`config.mk`:
```
export PLATFORM = sky130hd
export DESIGN_NAME = if_id_decode_stage_flat
export DESIGN_NICKNAME = d
export VERILOG_FILES = /design/src/rtl/if_id_decode_stage_if.sv /design/src/rtl/if_id_decode_stage.sv /design/src/flat_wrapper.sv
export SDC_FILE = /design/constraint.sdc
export NUM_CORES = 1
export LEC_CHECK = 0
export CAP_MARGIN = 30
export CORE_ASPECT_RATIO = 1.75
export CORE_UTILIZATION = 63
export CTS_CLUSTER_DIAMETER = 100
export DETAILED_ROUTE_END_ITERATION = 10
export DONT_BUFFER_PORTS = 1
export PLACE_DENSITY_LB_ADDON = 0.15
export SLEW_MARGIN = 40
export SYNTH_ARGS = -nofsm -noshare
export SYNTH_HDL_FRONTEND = slang
export SYNTH_SLANG_ARGS = --single-unit
```
`constraint.sdc`:
```
create_clock -name clk -period 2.2 [get_ports clk]
set_input_delay 0.44 -clock clk [delete_from_list [all_inputs] [get_ports clk]]
set_output_delay 0.44 -clock clk [all_outputs]
set_load 0.01 [all_outputs]
```
`src/rtl/if_id_decode_stage_if.sv`:
```
// Bundle of the IF/ID stage's fetch-side and decode-side signals.
// The slave modport is the stage. The master modport is whatever drives fetch and consumes decode.
interface if_id_decode_stage_if #(
  parameter int PC_W = 32
);
  // valid/ready: a beat transfers on a rising edge where valid & ready are both high.
  // A producer holds valid and its payload stable until that transfer happens.
  // ready never depends combinationally on valid.
  logic            in_valid;
  logic            in_ready;
  logic [31:0]     in_instr;
  logic [PC_W-1:0] in_pc4;
  logic            out_valid;
  logic            out_ready;
  logic [PC_W-1:0] out_pc4;
  logic [5:0]      opcode;
  logic [4:0]      rs;
  logic [4:0]      rt;
  logic [4:0]      rd;
  logic [4:0]      shamt;
  logic [5:0]      funct;
  logic [15:0]     imm16;
  logic [25:0]     target26;
  logic            imm_zext;

  modport master (
    output in_valid, in_instr, in_pc4, out_ready,
    input  in_ready, out_valid, out_pc4, opcode, rs, rt, rd, shamt, funct,
           imm16, target26, imm_zext
  );

  modport slave (
    input  in_valid, in_instr, in_pc4, out_ready,
    output in_ready, out_valid, out_pc4, opcode, rs, rt, rd, shamt, funct,
           imm16, target26, imm_zext
  );
endinterface

```
`src/rtl/if_id_decode_stage.sv`:
```
// IF/ID stage: two-entry skid buffer that registers a MIPS instruction and PC+4, then splits out its fields.
// Define IMM_ZEXT_FLAG_EN to register the logical-immediate flag (andi/ori/xori) with each entry.
module if_id_decode_stage #(
  parameter int PC_W = 32
) (
  input  logic                clk,
  input  logic                reset,
  input  logic                flush,
  if_id_decode_stage_if.slave bus,
  output logic [1:0]          dbg_state
);

  typedef enum logic [1:0] {
    EMPTY = 2'd0,
    ONE   = 2'd1,
    TWO   = 2'd2
  } state_t;

  state_t          state;
  logic            in_ready_q;
  logic            out_valid_q;
  logic [31:0]     main_instr;
  logic [31:0]     skid_instr;
  logic [PC_W-1:0] main_pc4;
  logic [PC_W-1:0] skid_pc4;
  logic            in_fire;
  logic            out_fire;
  logic            load_main_in;
  logic            load_main_skid;
  logic            load_skid;

  assign in_fire  = bus.in_valid & in_ready_q;
  assign out_fire = out_valid_q & bus.out_ready;

  // Flush takes precedence over every load, so a same-cycle input is dropped.
  always_comb begin
    load_main_in   = 1'b0;
    load_main_skid = 1'b0;
    load_skid      = 1'b0;
    if (!flush) begin
      case (state)
        EMPTY: load_main_in = in_fire;
        ONE: begin
          load_main_in = in_fire & out_fire;
          load_skid    = in_fire & ~out_fire;
        end
        TWO:     load_main_skid = out_fire;
        default: ;
      endcase
    end
  end

  // in_ready and out_valid are registered with the state, so neither has a combinational input path.
  always_ff @(posedge clk) begin
    if (reset || flush) begin
      state       <= EMPTY;
      in_ready_q  <= 1'b1;
      out_valid_q <= 1'b0;
    end else begin
      case (state)
        EMPTY: begin
          if (in_fire) begin
            state       <= ONE;
            out_valid_q <= 1'b1;
          end
        end
        ONE: begin
          if (in_fire && !out_fire) begin
            state      <= TWO;
            in_ready_q <= 1'b0;
          end else if (!in_fire && out_fire) begin
            state       <= EMPTY;
            out_valid_q <= 1'b0;
          end
        end
        TWO: begin
          if (out_fire) begin
            state      <= ONE;
            in_ready_q <= 1'b1;
          end
        end
        default: begin
          state       <= EMPTY;
          in_ready_q  <= 1'b1;
          out_valid_q <= 1'b0;
        end
      endcase
    end
  end

  always_ff @(posedge clk) begin
    if (reset) begin
      main_instr <= '0;
      main_pc4   <= '0;
      skid_instr <= '0;
      skid_pc4   <= '0;
    end else begin
      if (load_main_in) begin
        main_instr <= bus.in_instr;
        main_pc4   <= bus.in_pc4;
      end else if (load_main_skid) begin
        main_instr <= skid_instr;
        main_pc4   <= skid_pc4;
      end
      if (load_skid) begin
        skid_instr <= bus.in_instr;
        skid_pc4   <= bus.in_pc4;
      end
    end
  end

`ifdef IMM_ZEXT_FLAG_EN
  logic main_zext;
  logic skid_zext;
  logic in_zext;

  assign in_zext = (bus.in_instr[31:26] == 6'h0C) ||
                   (bus.in_instr[31:26] == 6'h0D) ||
                   (bus.in_instr[31:26] == 6'h0E);

  always_ff @(posedge clk) begin
    if (reset) begin
      main_zext <= 1'b0;
      skid_zext <= 1'b0;
    end else begin
      if (load_main_in) begin
        main_zext <= in_zext;
      end else if (load_main_skid) begin
        main_zext <= skid_zext;
      end
      if (load_skid) begin
        skid_zext <= in_zext;
      end
    end
  end

  assign bus.imm_zext = main_zext;
`else
  assign bus.imm_zext = 1'b0;
`endif

  assign bus.in_ready  = in_ready_q;
  assign bus.out_valid = out_valid_q;
  assign bus.out_pc4   = main_pc4;
  assign bus.opcode    = main_instr[31:26];
  assign bus.rs        = main_instr[25:21];
  assign bus.rt        = main_instr[20:16];
  assign bus.rd        = main_instr[15:11];
  assign bus.shamt     = main_instr[10:6];
  assign bus.funct     = main_instr[5:0];
  assign bus.imm16     = main_instr[15:0];
  assign bus.target26  = main_instr[25:0];
  assign dbg_state     = state;

endmodule

```
`src/flat_wrapper.sv`:
```
// flat-port wrapper written by rule: the top's interface ports become plain ports
module if_id_decode_stage_flat 
#(
  parameter int PC_W = 32
)
  (clk, reset, flush, dbg_state, bus_in_valid, bus_in_instr, bus_in_pc4, bus_out_ready, bus_in_ready, bus_out_valid, bus_out_pc4, bus_opcode, bus_rs, bus_rt, bus_rd, bus_shamt, bus_funct, bus_imm16, bus_target26, bus_imm_zext);
  if_id_decode_stage_if #(.PC_W(PC_W)) bus_i ();
  input  logic clk;
  input  logic reset;
  input  logic flush;
  output logic [1:0] dbg_state;
  input wire logic [$bits(bus_i.in_valid)-1:0] bus_in_valid;
  input wire logic [$bits(bus_i.in_instr)-1:0] bus_in_instr;
  input wire logic [$bits(bus_i.in_pc4)-1:0] bus_in_pc4;
  input wire logic [$bits(bus_i.out_ready)-1:0] bus_out_ready;
  output wire logic [$bits(bus_i.in_ready)-1:0] bus_in_ready;
  output wire logic [$bits(bus_i.out_valid)-1:0] bus_out_valid;
  output wire logic [$bits(bus_i.out_pc4)-1:0] bus_out_pc4;
  output wire logic [$bits(bus_i.opcode)-1:0] bus_opcode;
  output wire logic [$bits(bus_i.rs)-1:0] bus_rs;
  output wire logic [$bits(bus_i.rt)-1:0] bus_rt;
  output wire logic [$bits(bus_i.rd)-1:0] bus_rd;
  output wire logic [$bits(bus_i.shamt)-1:0] bus_shamt;
  output wire logic [$bits(bus_i.funct)-1:0] bus_funct;
  output wire logic [$bits(bus_i.imm16)-1:0] bus_imm16;
  output wire logic [$bits(bus_i.target26)-1:0] bus_target26;
  output wire logic [$bits(bus_i.imm_zext)-1:0] bus_imm_zext;
  assign bus_i.in_valid = bus_in_valid;
  assign bus_i.in_instr = bus_in_instr;
  assign bus_i.in_pc4 = bus_in_pc4;
  assign bus_i.out_ready = bus_out_ready;
  assign bus_in_ready = bus_i.in_ready;
  assign bus_out_valid = bus_i.out_valid;
  assign bus_out_pc4 = bus_i.out_pc4;
  assign bus_opcode = bus_i.opcode;
  assign bus_rs = bus_i.rs;
  assign bus_rt = bus_i.rt;
  assign bus_rd = bus_i.rd;
  assign bus_shamt = bus_i.shamt;
  assign bus_funct = bus_i.funct;
  assign bus_imm16 = bus_i.imm16;
  assign bus_target26 = bus_i.target26;
  assign bus_imm_zext = bus_i.imm_zext;
  if_id_decode_stage #(.PC_W(PC_W)) u_core (.clk(clk), .reset(reset), .flush(flush), .bus(bus_i), .dbg_state(dbg_state));
endmodule
```
==> run metrics, run 1 <==
status=complete, no violations; Reg2Reg Setup Slack=260 ps; Max Fanout on Critical Path=78; Resized cells post-CTS=0; global-route wire length before repair=19.8 mm; Setup Total Neg Slack=0 ps; normalized max-slew margin=61.7%; number of placement rows=44; total of warnings raised by yosys=0; largest stage delay on the critical path=580 ps; Setup WS pre-CTS=284 ps; count of input and output buffers=0; post-route antenna net violation count=0; number of placed I/O pins=180; endpoint required time on the critical path=2510 ps; shortest period the worst path allows=1940 ps; ranking of synthesized cells by area=dfxtp_1 (48%), nand2_1 (18%), a311oi_1 (10%); total number of nets in the final design=709; total global routing overflow=0; die extent in y=126 um; FMAX=514 MHz; worst min-delay path class=in2reg; signal arrival time at the worst endpoint=2260 ps; number of non-filler instances in the completed layout=767; launch point of the worst hold path=reset; Finished Core Util=71.3%; number of hold-repair buffers added at the cts stage=0; Starting Density=65.8%; root buffer cell=clkbuf_16; 1st-pass router iterations=5; commonest cells after routing, fill and taps aside=nand2_1 (258), dfxtp_1 (132), a21oi_1 (68), nor2_1 (66), a311oi_1 (64); Final Wtd Congestion=0.795; timing startpoint of the critical path=u_core.dbg_state[1]; xor-xnor portion of the synthesized cell area=0.159%; max-cap violation count=0; final count of pins violating max slew=0; post-CTS clock slew at the launch and capture registers of the worst setup and hold paths=60 ps; Core Box Area=0.00837 mm^2; launching element type of the critical path=register; ratio of routed vias to standard cells=5.80; most common cell after layout, fill and taps aside=nand2_1; maximum number of pins on one net before global-route repair=132; fraction of synthesized area in multiplexers=0%; net count after synthesis=778; overall die area=0.00913 mm^2; largest area contributor in the netlist=dfxtp_1; final design area excluding fillers=0.00597 mm^2; source of the worst register-to-register timing path=u_core.dbg_state[1]; Max VDD drop=0.661 mV; footprint of the multi-input gates=0.00231 mm^2; distinct cell type count of the synthesized netlist=26; total leakage power=1.93 nW; setup fix buffers added after clock tree synthesis=0; TritonCTS clock tree=yes; number of global-route vias before repair=4315; number of antenna violations at the first check in global routing=1; drt first-iter violations=246; tightest hold margin=90.0 ps; total of endpoints with negative setup slack in the final report=0; count of endpoints failing hold in the final timing report=0; clock buffers created by TritonCTS=17; final HPWL from detailed placement=7.58 mm; share of cells above drive strength 1=7.36%; antenna cells=0; share of the clock period used by the worst path=88.4%; total number of vias=4445; netlist area before placement=0.00550 mm^2; number of instances in the synthesized netlist=709; top-area cell type share of the netlist area=48.0%; main combinational cell family by area after synthesis=simple AND/OR/NAND/NOR gates; Power per Cell Area=1100 mW/mm^2; H-tree Lvls=4; start-to-end type of the worst setup path=reg2reg; Storage cell area=0.00264 mm^2; cell with the largest stage delay on the worst path=dfxtp_1; Post-Synth Simple-Gate Area=23.9%; total cell area at the placement stage=0.00521 mm^2; Fill cells=677; insertion delay of the later-clocked pin in the worst-skew pair=410 ps; deepest clock path buffer count=2; sequential cell area fraction in the yosys report=48.0%; Sink Count=132; Critical Path End Type=register; complex-gate fraction of the synthesized area=17.6%; Synth Area in Adders=0%; total length of routed wires=12.2 mm; clock tree skew after final layout=5.75 ps; GRT Util Overall=27.9%; RSZ-0062 raised after global routing=false; Worst Max-Slew Pin Slew=573 ps; die width=72.7 um; WL/cell=15.9 um; P&R area growth vs syn=8.46%; # placed instances=736; synthesized flop and latch total=132; residual DRC count=0; Tot Pwr=6.55 mW; chain of cells forming the critical path=nand4b_1 > o22ai_4 > buf_12 > nor2_1 > a311oi_1; final worst setup slack=256 ps; Post-Syn Area per Cell=7.76 um^2
[power breakdown]
part           leakage (nW)  internal, mW  switching [mW]
sequential             1.07          2.49           0.154
combinational         0.487         0.121           0.192
clock                 0.363          2.58            1.01
[Yosys cell counts]
library cell and count:
nand2_1 260, dfxtp_1 132, a21oi_1 68, nor2_1 66
a311oi_1 64, buf_4 43, clkbuf_1 28, buf_2 26
o21ai_0 3, nor2_2 2, nor3_1 2, a2111oi_0 1
a21bo_2 1, a21boi_1 1, and2_1 1, buf_1 1
conb_1 1, inv_1 1, nand2b_1 1, nand4b_1 1
nand4bb_4 1, nor3b_1 1, nor4bb_1 1, o21bai_1 1
o22ai_4 1, xnor2_1 1
[cell families (layout without fill, tap and decap cells)]
family / Yosys count / in the layout
simple gates: 336 / 336
compound gates: 140 / 140
flops: 132 / 132
buf+inv: 99 / 42
other cells: 1 / 1
xor+xnor: 1 / 1
[layer usage]
layer / routed length (um) / vias to the layer above / GRT usage, %
li1: - / 2190 / -
met1: 4580 / 2056 / 28.7
met2: 6340 / 174 / 49.9
met3: 978 / 25 / 9.28
met4: 291 / 0 / 12.3
met5: 0 / - / 0
[worst paths after layout]
check / end / cells after the start
max: u_core.bus.out_pc4[25] / 5
min: u_core.skid_pc4[19] / 1
max reg2reg: u_core.bus.out_pc4[25] / 5
min reg2reg: u_core.skid_instr[14] / 2
[state kept, by name (all words and copies together) (netlist names)]
name                  count
u_core.bus.out_pc4       32
u_core.bus.in_ready       1
u_core.main_instr        32
u_core.skid_instr        32
u_core.bus.out_valid      1
u_core.dbg_state          2
u_core.skid_pc4          32
[worst max-delay path: cells and delay by family (launching register included)]
family                 cells  cell delay, ps
AND/OR/NAND/NOR            2             370
buffers and inverters      1             320
AO/OA/AOI/OAI              2             540
flip-flops                 1             580
[layout make-up]
cell class	instances	share of cell area (%)
sequential	132	44.3
inverter	1	0.0629
multi-input combinational	478	38.7
tap	115	2.41
timing repair buffer	10	1.89
clock buffer	17	7.13
clock inverter	14	5.53
No activity file was read; power rests on OpenSTA's default activity.
==> inputs of run 2 (changes only) <==
Settings changed: PLACE_DENSITY set to 0.8, PLACE_DENSITY_LB_ADDON 0.15 to unset, SLEW_MARGIN 40 to 20.
==> run 2 against run 1 <==
Compared with the run above: flip-flop and latch count unchanged; wire length increased by 0.29%; clock-buffer cell count increased by 6; utilization down 1.8 points; clock power fell by 20%; sequential share of layout area increased by 1.1 points; non-clock buffer count up 1; critical path depth stayed put; register-to-register slack about the same; critical endpoint is now u_core.main_instr[2]; largest cell class unchanged; highest routed layer unchanged.
==> run metrics, run 2 (synthesized netlist as in run 1, its figures left out) <==
number of antenna violations at the first check in global routing=0; tightest hold margin=101 ps; total leakage power=1.86 nW; Resized cells post-CTS=0; number of placement rows=44; Final Wtd Congestion=0.883; insertion delay of the later-clocked pin in the worst-skew pair=410 ps; most common cell after layout, fill and taps aside=nand2_1; TritonCTS clock tree=yes; Critical Path End Type=register; 1st-pass router iterations=4; residual DRC count=0; total global routing overflow=0; total number of vias=4418; Starting Density=65.8%; maximum number of pins on one net before global-route repair=132; deepest clock path buffer count=2; Setup Total Neg Slack=0 ps; launching element type of the critical path=register; final design area excluding fillers=0.00582 mm^2; FMAX=518 MHz; Finished Core Util=69.6%; count of input and output buffers=0; RSZ-0062 raised after global routing=false; chain of cells forming the critical path=nand4b_1 > o22ai_4 > buf_12 > nor2_1 > a311oi_1; post-route antenna net violation count=0; overall die area=0.00913 mm^2; die width=72.7 um; source of the worst register-to-register timing path=u_core.bus.out_valid; antenna cells=0; drt first-iter violations=238; root buffer cell=clkbuf_16; share of cells above drive strength 1=7.34%; normalized max-slew margin=63.8%; share of the clock period used by the worst path=87.8%; final count of pins violating max slew=0; hold path depth=1; number of global-route vias before repair=4410; count of endpoints failing hold in the final timing report=0; worst min-delay path class=in2reg; cell with the largest stage delay on the worst path=dfxtp_1; P&R area growth vs syn=5.78%; ratio of routed vias to standard cells=5.75; H-tree Lvls=4; global-route wire length before repair=20.0 mm; clock tree skew after final layout=7.27 ps; Tot Pwr=5.83 mW; start-to-end type of the worst setup path=reg2reg; total cell area at the placement stage=0.00521 mm^2; post-CTS clock slew at the launch and capture registers of the worst setup and hold paths=50 ps; endpoint required time on the critical path=2510 ps; number of placed I/O pins=180; commonest cells after routing, fill and taps aside=nand2_1 (258), dfxtp_1 (132), a21oi_1 (68), nor2_1 (66), a311oi_1 (64); Max Fanout on Critical Path=66; Worst Path Buf+Inv=1; clock buffers created by TritonCTS=17; WL/cell=15.9 um; Sink Count=132; total number of nets in the final design=710; die extent in y=126 um; Power per Cell Area=1000 mW/mm^2; number of hold-repair buffers added at the cts stage=0; total length of routed wires=12.2 mm; total of endpoints with negative setup slack in the final report=0; CP top delay family=compound AO/OA/AOI/OAI gates; setup fix buffers added after clock tree synthesis=0; Core Box Area=0.00837 mm^2; max-cap violation count=0; Worst Max-Slew Pin Slew=536 ps; Reg2Reg Setup Slack=270 ps; Reg-to-Reg End=u_core.main_instr[2]; launch point of the worst hold path=reset; shortest period the worst path allows=1930 ps; largest stage delay on the critical path=510 ps; Max VDD drop=0.873 mV; Worst Hold Endpoint=u_core.skid_pc4[18]; depth of the most critical reg-to-reg path=5; GRT Util Overall=28.1%; signal arrival time at the worst endpoint=2240 ps; status=complete, no violations; final HPWL from detailed placement=7.68 mm
-- run 2: how the worst max path moves through the flow --
| stage | start | to | slack, ps | cells after the start |
|---|---|---|---|---|
| CTS | u_core.bus.out_valid | u_core.main_instr[2] | 290 | 5 |
| finish | u_core.bus.out_valid | u_core.main_instr[2] | 270 | 5 |
| detailed placement | u_core.bus.out_valid | u_core.main_instr[2] | 300 | 5 |
| global route | u_core.bus.out_valid | u_core.main_instr[2] | 140 | 5 |
| floorplan | flush | u_core.bus.out_pc4[3] | 510 | 6 |
| global placement | u_core.bus.out_valid | u_core.main_instr[21] | 450 | 5 |
-- run 2: where the power goes --
part	switching, mW	internal, mW	total, mW
registers	0.153	2.49	2.65
clock network	0.973	1.89	2.87
logic	0.195	0.120	0.316
-- run 2: area by class of cell --
type | instances | area [um^2]
multi-input cells | 478 | 2310
clock buffers | 23 | 488
clock inverters | 9 | 125
repair buffers | 11 | 108
flip-flops and latches | 132 | 2640
fillers | 681 | 2550
well taps | 115 | 144
inverters | 1 | 3.75
-- run 2: through the flow --
step | instances | setup WS [ps]
5_1_grt | 769 | 139
4_1_cts | 769 | 286
6_report | 769 | 269
3_5_place_dp | 737 | 301
3_3_place_gp | 737 | 452
2_1_floorplan | 709 | 507
-- run 2: routing by layer --
| layer | wire length (um) | vias up | track usage, % |
|---|---|---|---|
| met5 | 0 | - | 0 |
| met4 | 374 | 0 | 12.9 |
| met3 | 746 | 26 | 7.92 |
| met2 | 6500 | 142 | 51.8 |
| met1 | 4600 | 2053 | 28.0 |
| li1 | - | 2197 | - |
